<file path="src/rtl/voice_allocator.sv">
// Two-voice key allocator: synchronizes eight async keys and services one press/release per cycle.
// Optional VOICE_ALLOCATOR_STEAL_EN: a press with both voices busy steals the older voice instead of dropping.
module voice_allocator #(
    parameter int SYNC_STAGES = 2
) (
    input  logic        clk,
    input  logic        rst,
    input  logic [7:0]  keys,
    output logic [11:0] channel1_pitch,
    output logic [11:0] channel2_pitch,
    output logic        channel1_ena,
    output logic        channel2_ena,
    output logic        dropped
);

    logic [7:0]  sync_q [SYNC_STAGES];
    logic [7:0]  prev_q;
    logic [7:0]  pend_press;
    logic [7:0]  pend_rel;
    logic [1:0]  busy;
    logic [2:0]  owner [2];
    logic [11:0] pitch_q [2];
`ifdef VOICE_ALLOCATOR_STEAL_EN
    logic        newest;
`endif

    logic [7:0] key_sync, rise, fall, cancel, press_done, rel_done;
    logic       svc_valid, svc_rel;
    logic [2:0] svc_key;
    logic [1:0] own_hit;
    logic       alloc_en, alloc_v, drop_now;

    function automatic logic [11:0] pitch_of(input logic [2:0] k);
        case (k)
            3'd0:    pitch_of = 12'd89;
            3'd1:    pitch_of = 12'd79;
            3'd2:    pitch_of = 12'd70;
            3'd3:    pitch_of = 12'd67;
            3'd4:    pitch_of = 12'd59;
            3'd5:    pitch_of = 12'd52;
            3'd6:    pitch_of = 12'd47;
            default: pitch_of = 12'd44;
        endcase
    endfunction

    assign key_sync = sync_q[SYNC_STAGES-1];
    assign rise     = key_sync & ~prev_q;
    assign fall     = ~key_sync & prev_q;

    // Releases beat presses; the descending loop leaves the lowest set index in svc_key.
    // NOTE: every always_comb output gets a default first so no path can infer a latch.
    always_comb begin
        svc_valid = 1'b0;
        svc_rel   = 1'b0;
        svc_key   = 3'd0;
        if (|pend_rel) begin
            svc_valid = 1'b1;
            svc_rel   = 1'b1;
            for (int i = 7; i >= 0; i--)
                if (pend_rel[i]) svc_key = 3'(i);
        end else if (|pend_press) begin
            svc_valid = 1'b1;
            for (int i = 7; i >= 0; i--)
                if (pend_press[i]) svc_key = 3'(i);
        end
    end

    assign press_done = (svc_valid && !svc_rel) ? (8'b1 << svc_key) : 8'b0;
    assign rel_done   = (svc_valid &&  svc_rel) ? (8'b1 << svc_key) : 8'b0;
    // A press being serviced right now is no longer cancellable; its release must queue.
    assign cancel     = fall & pend_press & ~press_done;

    assign own_hit[0] = busy[0] && (owner[0] == svc_key);
    assign own_hit[1] = busy[1] && (owner[1] == svc_key);

    always_comb begin
        alloc_en = 1'b0;
        alloc_v  = 1'b0;
        drop_now = 1'b0;
        if (svc_valid && !svc_rel && (own_hit == 2'b00)) begin
            if (!busy[0]) begin
                alloc_en = 1'b1;
            end else if (!busy[1]) begin
                alloc_en = 1'b1;
                alloc_v  = 1'b1;
            end else begin
`ifdef VOICE_ALLOCATOR_STEAL_EN
                alloc_en = 1'b1;
                alloc_v  = ~newest;
`else
                drop_now = 1'b1;
`endif
            end
        end
    end

    // NOTE: sequential state uses non-blocking assignments only, so every flop samples pre-edge values.
    always_ff @(posedge clk or posedge rst) begin
        if (rst) begin
            for (int i = 0; i < SYNC_STAGES; i++) sync_q[i] <= 8'd0;
            prev_q     <= 8'd0;
            pend_press <= 8'd0;
            pend_rel   <= 8'd0;
            busy       <= 2'b00;
            owner[0]   <= 3'd0;
            owner[1]   <= 3'd0;
            pitch_q[0] <= 12'd0;
            pitch_q[1] <= 12'd0;
            dropped    <= 1'b0;
`ifdef VOICE_ALLOCATOR_STEAL_EN
            newest     <= 1'b0;
`endif
        end else begin
            sync_q[0] <= keys;
            for (int i = 1; i < SYNC_STAGES; i++) sync_q[i] <= sync_q[i-1];
            prev_q     <= key_sync;
            pend_press <= (pend_press & ~press_done & ~cancel) | rise;
            pend_rel   <= (pend_rel & ~rel_done) | (fall & ~cancel);
            dropped    <= drop_now;
            for (int v = 0; v < 2; v++)
                if (svc_rel && own_hit[v]) busy[v] <= 1'b0;
            if (alloc_en) begin
                busy[alloc_v]    <= 1'b1;
                owner[alloc_v]   <= svc_key;
                pitch_q[alloc_v] <= pitch_of(svc_key);
`ifdef VOICE_ALLOCATOR_STEAL_EN
                newest           <= alloc_v;
`endif
            end
        end
    end

    assign channel1_pitch = pitch_q[0];
    assign channel2_pitch = pitch_q[1];
    assign channel1_ena   = busy[0];
    assign channel2_ena   = busy[1];

endmodule

</file>
<file path="config.mk">
export PLATFORM = sky130hd
export DESIGN_NAME = voice_allocator
export DESIGN_NICKNAME = d
export VERILOG_FILES = /design/src/rtl/voice_allocator.sv
export SDC_FILE = /design/constraint.sdc
export NUM_CORES = 1
export LEC_CHECK = 0
export CAP_MARGIN = 20
export CELL_PAD_IN_SITES_DETAIL_PLACEMENT = 0
export CELL_PAD_IN_SITES_GLOBAL_PLACEMENT = 1
export CORE_MARGIN = 1.5
export CORE_UTILIZATION = 40
export DETAILED_ROUTE_END_ITERATION = 10
export PLACE_DENSITY = 0.73
export SLEW_MARGIN = 10
export SYNTH_ARGS = -nofsm -noshare
export SYNTH_HDL_FRONTEND = slang
export SYNTH_SLANG_ARGS = --single-unit
</file>
<file path="constraint.sdc">
create_clock -name clk -period 8.9 [get_ports clk]
set_clock_uncertainty 0.2 [all_clocks]
set_input_delay 2.225 -clock clk [delete_from_list [all_inputs] [get_ports clk]]
set_output_delay 2.225 -clock clk [all_outputs]
set_load 0.03 [all_outputs]
</file>
==> Yosys cells after proc, flatten, opt, wreduce, memory -nomap -nowiden <==
Index checks and enable logic that the tools add are counted.
Widths: inputs -> output; s select.
{ "op_classes": {"n_lt_le_gt_ge": 4, "n_eq_ne": 8, "shifts": 1, "muxes": 44, "bitwise": 17, "n_reduce_logical": 14} }
{ "op_table": {"columns": ["operator", "count"], "rows": [
  ["$and 8x8->8", 8],
  ["$mux 3", 19],
  ["$pmux 7 s7", 1],
  ["$not 8->8", 5],
  ["$bwmux 24", 1],
  ["$mux 12", 2],
  ["$mux 8", 2],
  ["$or 8x8->8", 2],
  ["$reduce_or 8->1", 2],
  ["$mux 1", 14],
  ["$demux 12 s1", 1],
  ["$eq 3x3->1 const B", 3],
  ["$logic_and 1x1->1", 9],
  ["$shl 1x3->8 const A", 1],
  ["$bwmux 6", 1],
  ["$eq 3x2->1 const B", 2],
  ["$eq 3x3->1", 2],
  ["$demux 3 s1", 1],
  ["$eq 3x1->1 const B", 1],
  ["$logic_not 3->1", 1],
  ["$ge 2x2->1 const B", 1],
  ["$logic_not 2->1", 1],
  ["$lt 1x2->1 const B", 1],
  ["$lt 2x1->1 const B", 1],
  ["other kinds (6)", 6]
]} }
{ "totals": {"regBits": 73, "wordCells": 99} }

==> Longest topological paths before layout <==
Gate-level depths: netlist (run 1).
{ "depth": {"ltp_word": 21, "depth_mapped": 9} }

==> Worst setup path after synthesis (run 1) <==
Ideal clock, no wire load.
{ "synth_path": {"path_type": "reg2out", "startpoint": "register busy[0]", "endpoint": "output port channel1_ena", "t_arrival_ps": 579, "required_ps": 6475, "path_slack_ps": 5896, "path_stages_with_launch": 1, "path_buffers": 0, "path_cell_list": "dfrtp_1"} }
{ "synth_rtl": {"columns": ["element", "line_no", "rtl"], "rows": [
  ["from (decl)", "20", "logic [1:0] busy;"],
  ["from (signal assigned)", "104", "busy <= 2'b00;"],
  ["from (signal, indexed assignment)", "121", "if (svc_rel && own_hit[v]) busy[v] <= 1'b0;"],
  ["from (signal, indexed assignment)", "123", "busy[alloc_v] <= 1'b1;"],
  ["to (decl)", "11", "output logic channel1_ena,"]
]} }
No word-level cell between the ends.

==> Worst setup path in the final report (run 1) <==
{ "layout_path": {"startpoint": "register busy[0]", "endpoint": "output port channel1_ena"} }
No word-level cell between the ends.

==> results.json, run 1 <==
{
  "multi_input_area_um2": 970,
  "cp_cell_sequence": "clkdlybuf4s50_1",
  "cts_sinks": 63,
  "hold_buffers": 0,
  "critPathBufInv": 1,
  "synth_adder_area_share_pct": 1.14,
  "area_growth_pct": 19.2,
  "seq_area_frac_synth_pct": 59.6,
  "ys_warn_count": 0,
  "period_needed_ns": 3.97,
  "portBuffers": 26,
  "muxShareOfSynthArea_pct": 8.52,
  "slowest_stage": "clkdlybuf4s50_1",
  "synth_cell_types": 44,
  "cts_tree": "yes",
  "avgSynthCellArea_um2": 12.4,
  "grt_pass1_wl_mm": 8.40,
  "core_um2": 6390,
  "cts_buffers": 9,
  "drv_slew": 0,
  "firstDrtPassIters": 4,
  "status": "completed",
  "synthSimpleGateAreaFrac_pct": 10.2,
  "cp_slowest_stage_delay_ns": 0.72,
  "antenna_found_initial": 0,
  "p_leak_uw": 0.00134,
  "die_y_um": 84.3,
  "ant_nets": 0,
  "max-vdd-ir-drop_uv": 159,
  "synth_compound_area_share_pct": 13.1,
  "crit_path_end_kind": "output pin",
  "cp.required_ns": 6.48,
  "max_cap_violations": 0,
  "grt_max_degree": 64,
  "diodes": 0,
  "drcViolationCount": 0,
  "cts-htree-levels": 3,
  "cts.clk_slew.worst_paths_ns": 0.07,
  "worstMarginPinSlew_ns": 0.834,
  "arrival_ns": 1.54,
  "fin_cells": 328,
  "n_fill_cell": 599,
  "synth_top_family_by_area": "compound AO/OA/AOI/OAI gates",
  "finalCritPeriodShare_pct": 44.6,
  "grt.overflow.total": 0,
  "routed_wl_mm": 4.93,
  "max_slew_margin_pct": 44.0,
  "std_cell_rows": 29,
  "wl_per_cell_um": 15.0,
  "placedCellCount": 312,
  "die-area_um2": 7110,
  "ctsResizeCount": 0,
  "nets": 256,
  "initial_utilization_pct": 41.4,
  "hpwl_mm": 3.28,
  "critPathKind": "register to output pin",
  "pin_count": 37,
  "clk_latency_ns": 0.34,
  "rsz0062_at_grt": "no",
  "final-hold-violation-count": 0,
  "hp-class": "register to register",
  "groute.usage.overall_pct": 15.6,
  "regArea_um2": 1580,
  "finalSetupViolCount": 0,
  "dr_total_vias": 1688,
  "synth_xor_area_share_pct": 2.27,
  "tns_ns": 0,
  "synth_area_um2": 2640,
  "start_kind": "register",
  "drt-vias-per-instance": 5.15,
  "gp_congestion": 0.902,
  "critPathTopFamily": "buffers and inverters",
  "drive_above_1_share_pct": 19.9,
  "grt_pass1_vias": 1630,
  "p_per_area_nw_per_um2": 318,
  "cts-root-buf": "clkbuf_8",
  "critPathMaxFanout": 6,
  "ys_seq_elements": 63,
  "synthCells": 214,
  "drt_iter0_drc": 71,
  "cts_setup_buffers": 0,
  "die_w_um": 84.3,
  "cts.path.max_buffers": 2,
  "fmax_mhz": 252
}
-- cells in the final DEF, fill, tap and decap left out, types with 2 or more instances in the layout --
cell	instances
clkinv_2	2
nor2_1	15
xnor2_1	4
clkbuf_8	11
maj3_1	3
a21o_1	2
nor2b_1	3
mux2_2	20
clkdlybuf4s50_1	26
nor4_1	3
conb_1	10
o31a_1	5
nand2b_1	3
a21oi_1	15
or3_1	2
o31ai_1	4
o21ai_0	5
nand3_1	7
dfrtp_1	63
nand2_1	9
a22o_1	3
inv_1	8
nor4_2	2
-- stage by stage --
step	total power (uW)	instance area, um2	hold WS, ns	util (%)	worst slack (ns)
after floorplan	644	2680	0.131	-	4.91
after global placement	750	2940	0.131	46.1	5.30
after detailed placement	751	2940	0.136	46.1	5.26
after CTS	1010	3150	0.152	49.4	4.91
after global routing	1060	3150	0.158	49.4	4.78
final	1000	3150	0.149	49.4	4.93
-- logic make-up after synthesis --
group           count (synthesis)
compound gates                 46
xor+xnor                        6
fa+ha+maj                       3
buf+inv                        24
flops                          63
mux                            20
other cells                     1
simple gates                   51
-- cell type report --
class	count	area share, %
clock buffer	11	4.80
clock inverter	5	1.79
inverter	9	1.07
multi-input combinational	136	30.8
sequential	63	50.0
tap	77	3.06
timing repair buffer	27	8.50
-- final timing paths --
| path | startpoint | endpoint | slack (ns) | depth (start not counted) |
|---|---|---|---|---|
| worst max-delay path | busy[0] | channel1_ena | 4.93 | 1 |
| worst min-delay path | sync_q[13] | key_sync[5] | 0.15 | 0 |
| worst max register to register | pend_rel[0] | channel1_pitch[6] | 5.22 | 7 |
| worst min register to register | sync_q[13] | key_sync[5] | 0.15 | 0 |
| max in group asynchronous | rst | dropped | 5.77 | 3 |
| min in group asynchronous | rst | key_sync[0] | 2.22 | 3 |
-- worst register-to-register path: cells and delay by family (launching register included) --
kind	cells	cell delay (ns)
AND/OR/NAND/NOR	2	0.55
flip-flops	1	0.44
XOR/XNOR	1	0.30
AO/OA/AOI/OAI	3	1.66
multiplexers	1	0.42
-- sequential cells by signal (all words and copies together) (netlist names) --
register / flops
key_sync: 8
pend_press: 8
pend_rel: 8
prev_q: 8
sync_q: 8
channel1_pitch: 7
channel2_pitch: 7
owner: 6
busy: 2
dropped: 1
-- where the power goes --
group          leakage, uW  internal [uW]  switching, uW
registers         0.000757            341           48.8
logic             0.000476            143            212
clock network     0.000105            144            112
total              0.00134            628            373
-- Yosys cell counts (all sizes together) --
| master | number | share of area, % |
|---|---|---|
| buf | 13 | 3.4 |
| conb | 1 | 0.14 |
| nor2 | 16 | 2.4 |
| or2 | 1 | 0.24 |
| a21o | 2 | 0.57 |
| xnor2 | 5 | 1.9 |
| nor3 | 1 | 0.19 |
| o31ai | 5 | 1.6 |
| inv | 9 | 1.3 |
| a21oi | 15 | 2.8 |
| nor4 | 5 | 1.7 |
| mux2 | 20 | 8.5 |
| o21a | 1 | 0.28 |
| clkbuf | 2 | 0.28 |
| nand2 | 9 | 1.3 |
| a211oi | 1 | 0.28 |
| nor2b | 3 | 0.71 |
| xor2 | 1 | 0.33 |
| o21ai | 6 | 1.1 |
| nand3 | 7 | 1.3 |
| a31oi | 1 | 0.24 |
| a2bb2oi | 2 | 0.90 |
| a311oi | 1 | 0.99 |
| or3 | 2 | 0.47 |
| or4 | 3 | 1.0 |
| and2 | 1 | 0.24 |
| o2111a | 1 | 0.43 |
| maj3 | 3 | 1.1 |
| o31a | 6 | 2.0 |
| nand2b | 3 | 0.71 |
| dfrtp | 63 | 60 |
| a22o | 4 | 1.4 |
| o41a | 1 | 0.43 |
-- routing by layer --
metal / global-route usage, % / wire length (um) / vias up
li1: - / - / 802
met1: 22.0 / 2360 / 829
met2: 21.5 / 2190 / 45
met3: 3.83 / 250 / 12
met4: 9.54 / 128 / 0
met5: 0 / 0 / -
(Power assumes the default switching activity.)
==> run 2, diff against run 1 <==
- clock period: 8.9 -> 4 ns (I/O delays scaled with it)
==> run 2 against run 1 <==
Against the previous run: critical path depth rose by 6; combinational power is 130% higher; utilization rose by 0.71 points; critical path type is now register to register; highest routed layer unchanged.
==> results.json, run 2 (synthesized netlist as in run 1, its figures left out) <==
{
  "antenna_found_initial": 0,
  "drt-vias-per-instance": 5.09,
  "crit_path_end_kind": "register",
  "max-vdd-ir-drop_uv": 392,
  "reg2reg_slack_ns": 0.64,
  "die_y_um": 84.3,
  "firstDrtPassIters": 5,
  "most-common-layout-cells": "dfrtp_1, clkdlybuf4s50_1, mux2_2",
  "p_per_area_nw_per_um2": 721,
  "start_kind": "register",
  "r2r_start": "pend_rel[5]",
  "fmax_mhz": 298,
  "r2r-end": "channel1_pitch[4]",
  "ctsResizeCount": 0,
  "final_common_cell": "dfrtp_1",
  "post-place-ws_ns": 0.610,
  "cts.path.max_buffers": 2,
  "placed_cell_area_um2": 2970,
  "n_fill_cell": 575,
  "portBuffers": 26,
  "cp.required_ns": 4.03,
  "drive_above_1_share_pct": 20.9,
  "status": "completed",
  "p_int_uw": 1460,
  "groute.usage.overall_pct": 15.5,
  "gp_congestion": 0.864,
  "arrival_ns": 3.39,
  "routed_wl_mm": 4.94,
  "pin_count": 37,
  "die-area_um2": 7110,
  "critPathMaxFanout": 10,
  "nets": 259,
  "cts_buffers": 9,
  "initial_utilization_pct": 41.4,
  "combinationalPowerShare_pct": 35.4,
  "grt_pass1_wl_mm": 8.31,
  "wl_per_cell_um": 14.9,
  "diodes": 0,
  "grt.overflow.total": 0,
  "area_growth_pct": 20.9,
  "p_leak_uw": 0.00136,
  "ant_nets": 0,
  "crit_start": "pend_rel[5]",
  "hold_buffers": 0,
  "cts_tree": "yes",
  "clk_latency_ns": 0.35,
  "std_cell_rows": 29,
  "core_um2": 6390,
  "period_needed_ns": 3.36,
  "netSwitchingFraction_pct": 36.5,
  "share_seq_of_total_power_pct": 37.6,
  "drt_iter0_drc": 55,
  "cts_setup_buffers": 0,
  "p_sw_uw": 842,
  "grt_pass1_vias": 1651,
  "hp-class": "register to register",
  "final-hold-violation-count": 0,
  "worst_slack_ns": 0.643,
  "finalCritPeriodShare_pct": 83.9,
  "drcViolationCount": 0,
  "final_core_util_pct": 50.1,
  "critPathKind": "register to register",
  "fin_area_um2": 3200,
  "dr_total_vias": 1684,
  "tns_ns": 0,
  "cts-htree-levels": 3,
  "grt_max_degree": 34,
  "hpwl_mm": 3.50,
  "drv_slew": 0,
  "rsz0062_at_grt": "no",
  "max_slew_margin_pct": 55.4,
  "cts-root-buf": "clkbuf_8",
  "cts.clk_slew.worst_paths_ns": 0.07,
  "finalSetupViolCount": 0,
  "cp-endpoint": "channel1_pitch[4]",
  "p_clk_share_pct": 27.1,
  "max_cap_violations": 0,
  "r2r_cells": 7,
  "worstMarginPinSlew_ns": 0.669,
  "die_w_um": 84.3,
  "cts_sinks": 63
}
run 2: changes by cell type in the layout (fill, tap and decap cells not counted), sizes merged:
cell and change:
inv +1, buf +3, bufinv +1, clkbuf -1, clkinv -2, clkinvlp +1
run 2: routing by layer:
layer  share of wire (%)  global-route usage, %  vias to the layer above
met5                   0                      0                        -
met4                 1.8                   7.15                        0
met3                 4.3                   6.69                        9
met2                  45                   22.2                       33
met1                  49                   20.5                      826
li1                    -                      -                      816
run 2: layout make-up:
type | count | area (um2) | area share (%)
Inverter | 9 | 33.8 | 1.06
Clock inverter | 6 | 92.6 | 2.90
Timing Repair Buffer | 30 | 290 | 9.08
Multi-Input combinational cell | 136 | 970 | 30.3
Clock buffer | 10 | 138 | 4.31
Tap cell | 77 | 96.3 | 3.01
Sequential cell | 63 | 1580 | 49.3
run 2: worst min path at each step:
stage,slack [ns],start,to,cells after the start
2_1_floorplan,0.13,sync_q[8],key_sync[0],0
3_3_place_gp,0.13,sync_q[13],key_sync[5],0
3_5_place_dp,0.13,sync_q[9],key_sync[1],0
4_1_cts,0.15,sync_q[11],key_sync[3],0
5_1_grt,0.16,sync_q[12],key_sync[4],0
6_report,0.15,sync_q[11],key_sync[3],0
run 2: power by group through the flow:
stage	sequential (uW)	combinational [uW]	clock, uW
global route	883	891	674
global placement	875	818	0
detailed placement	877	815	0
finish	866	815	624
CTS	866	819	644
floorplan	957	475	0
run 2: worst max-delay path, cell delays in order (launching register included):
cell,delay (ns)
dfrtp_1,0.42
or4_2,0.72
a21oi_1,0.17
nand2b_1,0.40
xnor2_1,0.19
nor2_2,0.11
a311oi_4,0.64
mux2_2,0.41
run 2: through the flow:
stage	std cells	hold WS (ns)	total power, uW
finish	331	0.149	2300
global route	331	0.157	2450
CTS	331	0.150	2330
detailed placement	315	0.135	1690
global placement	315	0.133	1690
floorplan	223	0.131	1430
==> run 3, diff against run 2 <==
- clock period: 4 -> 3.22 ns (I/O delays scaled with it)
==> run 3 against run 2 <==
Against the previous run: clock-buffer cell count grew 1; maximum frequency is 11% higher; die area is the same; critical path type unchanged; non-clock buffer count grew 6; utilization rose by 0.37 points; critical path depth up 1; flip-flop and latch count unchanged; global-route usage increased by 0.45 points; largest cell class unchanged; design area rose by 0.74%.
==> results.json, run 3 (synthesized netlist as in run 1, its figures left out) <==
{
  "cts_tree": "yes",
  "final_core_util_pct": 50.4,
  "cts-htree-levels": 3,
  "n_fill_cell": 587,
  "pin_count": 37,
  "total_power_uw": 2810,
  "cp.required_ns": 3.25,
  "tns_ns": 0,
  "cts_setup_buffers": 0,
  "final_common_cell": "dfrtp_1",
  "start_kind": "register",
  "hpwl_mm": 3.68,
  "antenna_found_initial": 0,
  "drt-vias-per-instance": 5.07,
  "cts.path.max_buffers": 2,
  "max-vdd-ir-drop_uv": 472,
  "crit_path_end_kind": "register",
  "p_per_area_nw_per_um2": 871,
  "drive_above_1_share_pct": 23.1,
  "final-hold-violation-count": 0,
  "arrival_ns": 3.05,
  "drcViolationCount": 0,
  "diodes": 0,
  "drv_slew": 0,
  "firstDrtPassIters": 4,
  "gp_congestion": 0.880,
  "most-common-layout-cells": "dfrtp_1, clkdlybuf4s50_1, mux2_2",
  "placedCellCount": 321,
  "cts-root-buf": "clkbuf_8",
  "core_um2": 6390,
  "reg2reg_slack_ns": 0.20,
  "cts.clk_slew.worst_paths_ns": 0.07,
  "fin_cells": 337,
  "fmax_mhz": 332,
  "status": "completed",
  "hold_buffers": 0,
  "cts_buffers": 9,
  "grt_pass1_wl_mm": 8.60,
  "wl_per_cell_um": 15.1,
  "groute.usage.overall_pct": 16.0,
  "die-area_um2": 7110,
  "portBuffers": 26,
  "cts_sinks": 63,
  "area_growth_pct": 21.8,
  "hp-class": "register to register",
  "die_y_um": 84.3,
  "finalCritPeriodShare_pct": 93.7,
  "die_w_um": 84.3,
  "max_cap_violations": 0,
  "max_slew_margin_pct": 62.6,
  "dr_total_vias": 1708,
  "initial_utilization_pct": 41.4,
  "critPathMaxFanout": 10,
  "critPathKind": "register to register",
  "finalSetupViolCount": 0,
  "period_needed_ns": 3.02,
  "grt.overflow.total": 0,
  "routed_wl_mm": 5.10,
  "clk_latency_ns": 0.35,
  "grt_pass1_vias": 1755,
  "p_leak_uw": 0.00138,
  "nets": 265,
  "worstMarginPinSlew_ns": 0.557,
  "std_cell_rows": 29,
  "grt_max_degree": 39,
  "drt_iter0_drc": 95,
  "ant_nets": 0,
  "rsz0062_at_grt": "no"
}
## run 3: metal layers
layer	global-route usage, %	vias up	part of all wire, %
met3	4.92	10	3.8
met2	24.4	29	47
met4	8.64	0	1.9
li1	-	829	-
met5	0	-	0
met1	20.4	840	47
## run 3: final timing paths
| check | from | end | depth (start not counted) |
|---|---|---|---|
| setup / recovery | pend_rel[5] | owner[5] | 8 |
| hold / removal | sync_q[13] | key_sync[5] | 0 |
| setup reg to reg | pend_rel[5] | owner[5] | 8 |
| hold reg to reg | sync_q[13] | key_sync[5] | 0 |
| max in group asynchronous | rst | pend_press[4] | 3 |
| min in group asynchronous | rst | key_sync[7] | 3 |
## run 3: final cells by class
cell class	instances	area, um2	share of cell area, %
clock inverters	5	56.3	1.75
inverters	9	33.8	1.05
flip-flops and latches	63	1580	49.0
well taps	77	96.3	2.99
multi-input cells	136	971	30.1
repair buffers	36	335	10.4
clock buffers	11	151	4.70
## run 3: what timing repair did
item | in CTS | in global routing
endpoints found under the hold margin | 0 | 0
resized for setup | 0 | 1
setup endpoints to repair | 0 | 10
## run 3: power by group
group          internal [uW]  switching, uW
Clock                    398            300
Combinational            437            595
Sequential               943            134
Total                   1780           1030
## run 3: worst max-delay path, stage by stage, from the launching register on
cell and delay, ns:
dfrtp_1 0.42, or4_2 0.70, nor4_2 0.24, a2bb2oi_2 0.20, xnor2_2 0.18, nor2_2 0.08
a311oi_4 0.29, buf_4 0.24, mux2_2 0.35
## run 3: through the flow
step	area, um2	hold WS (ns)	setup WS (ns)
2_1_floorplan	2680	0.131	0.309
5_1_grt	3220	0.163	0.0544
6_report	3220	0.152	0.204
4_1_cts	3220	0.157	0.0993
3_3_place_gp	3010	0.132	0.201
3_5_place_dp	3010	0.136	0.128
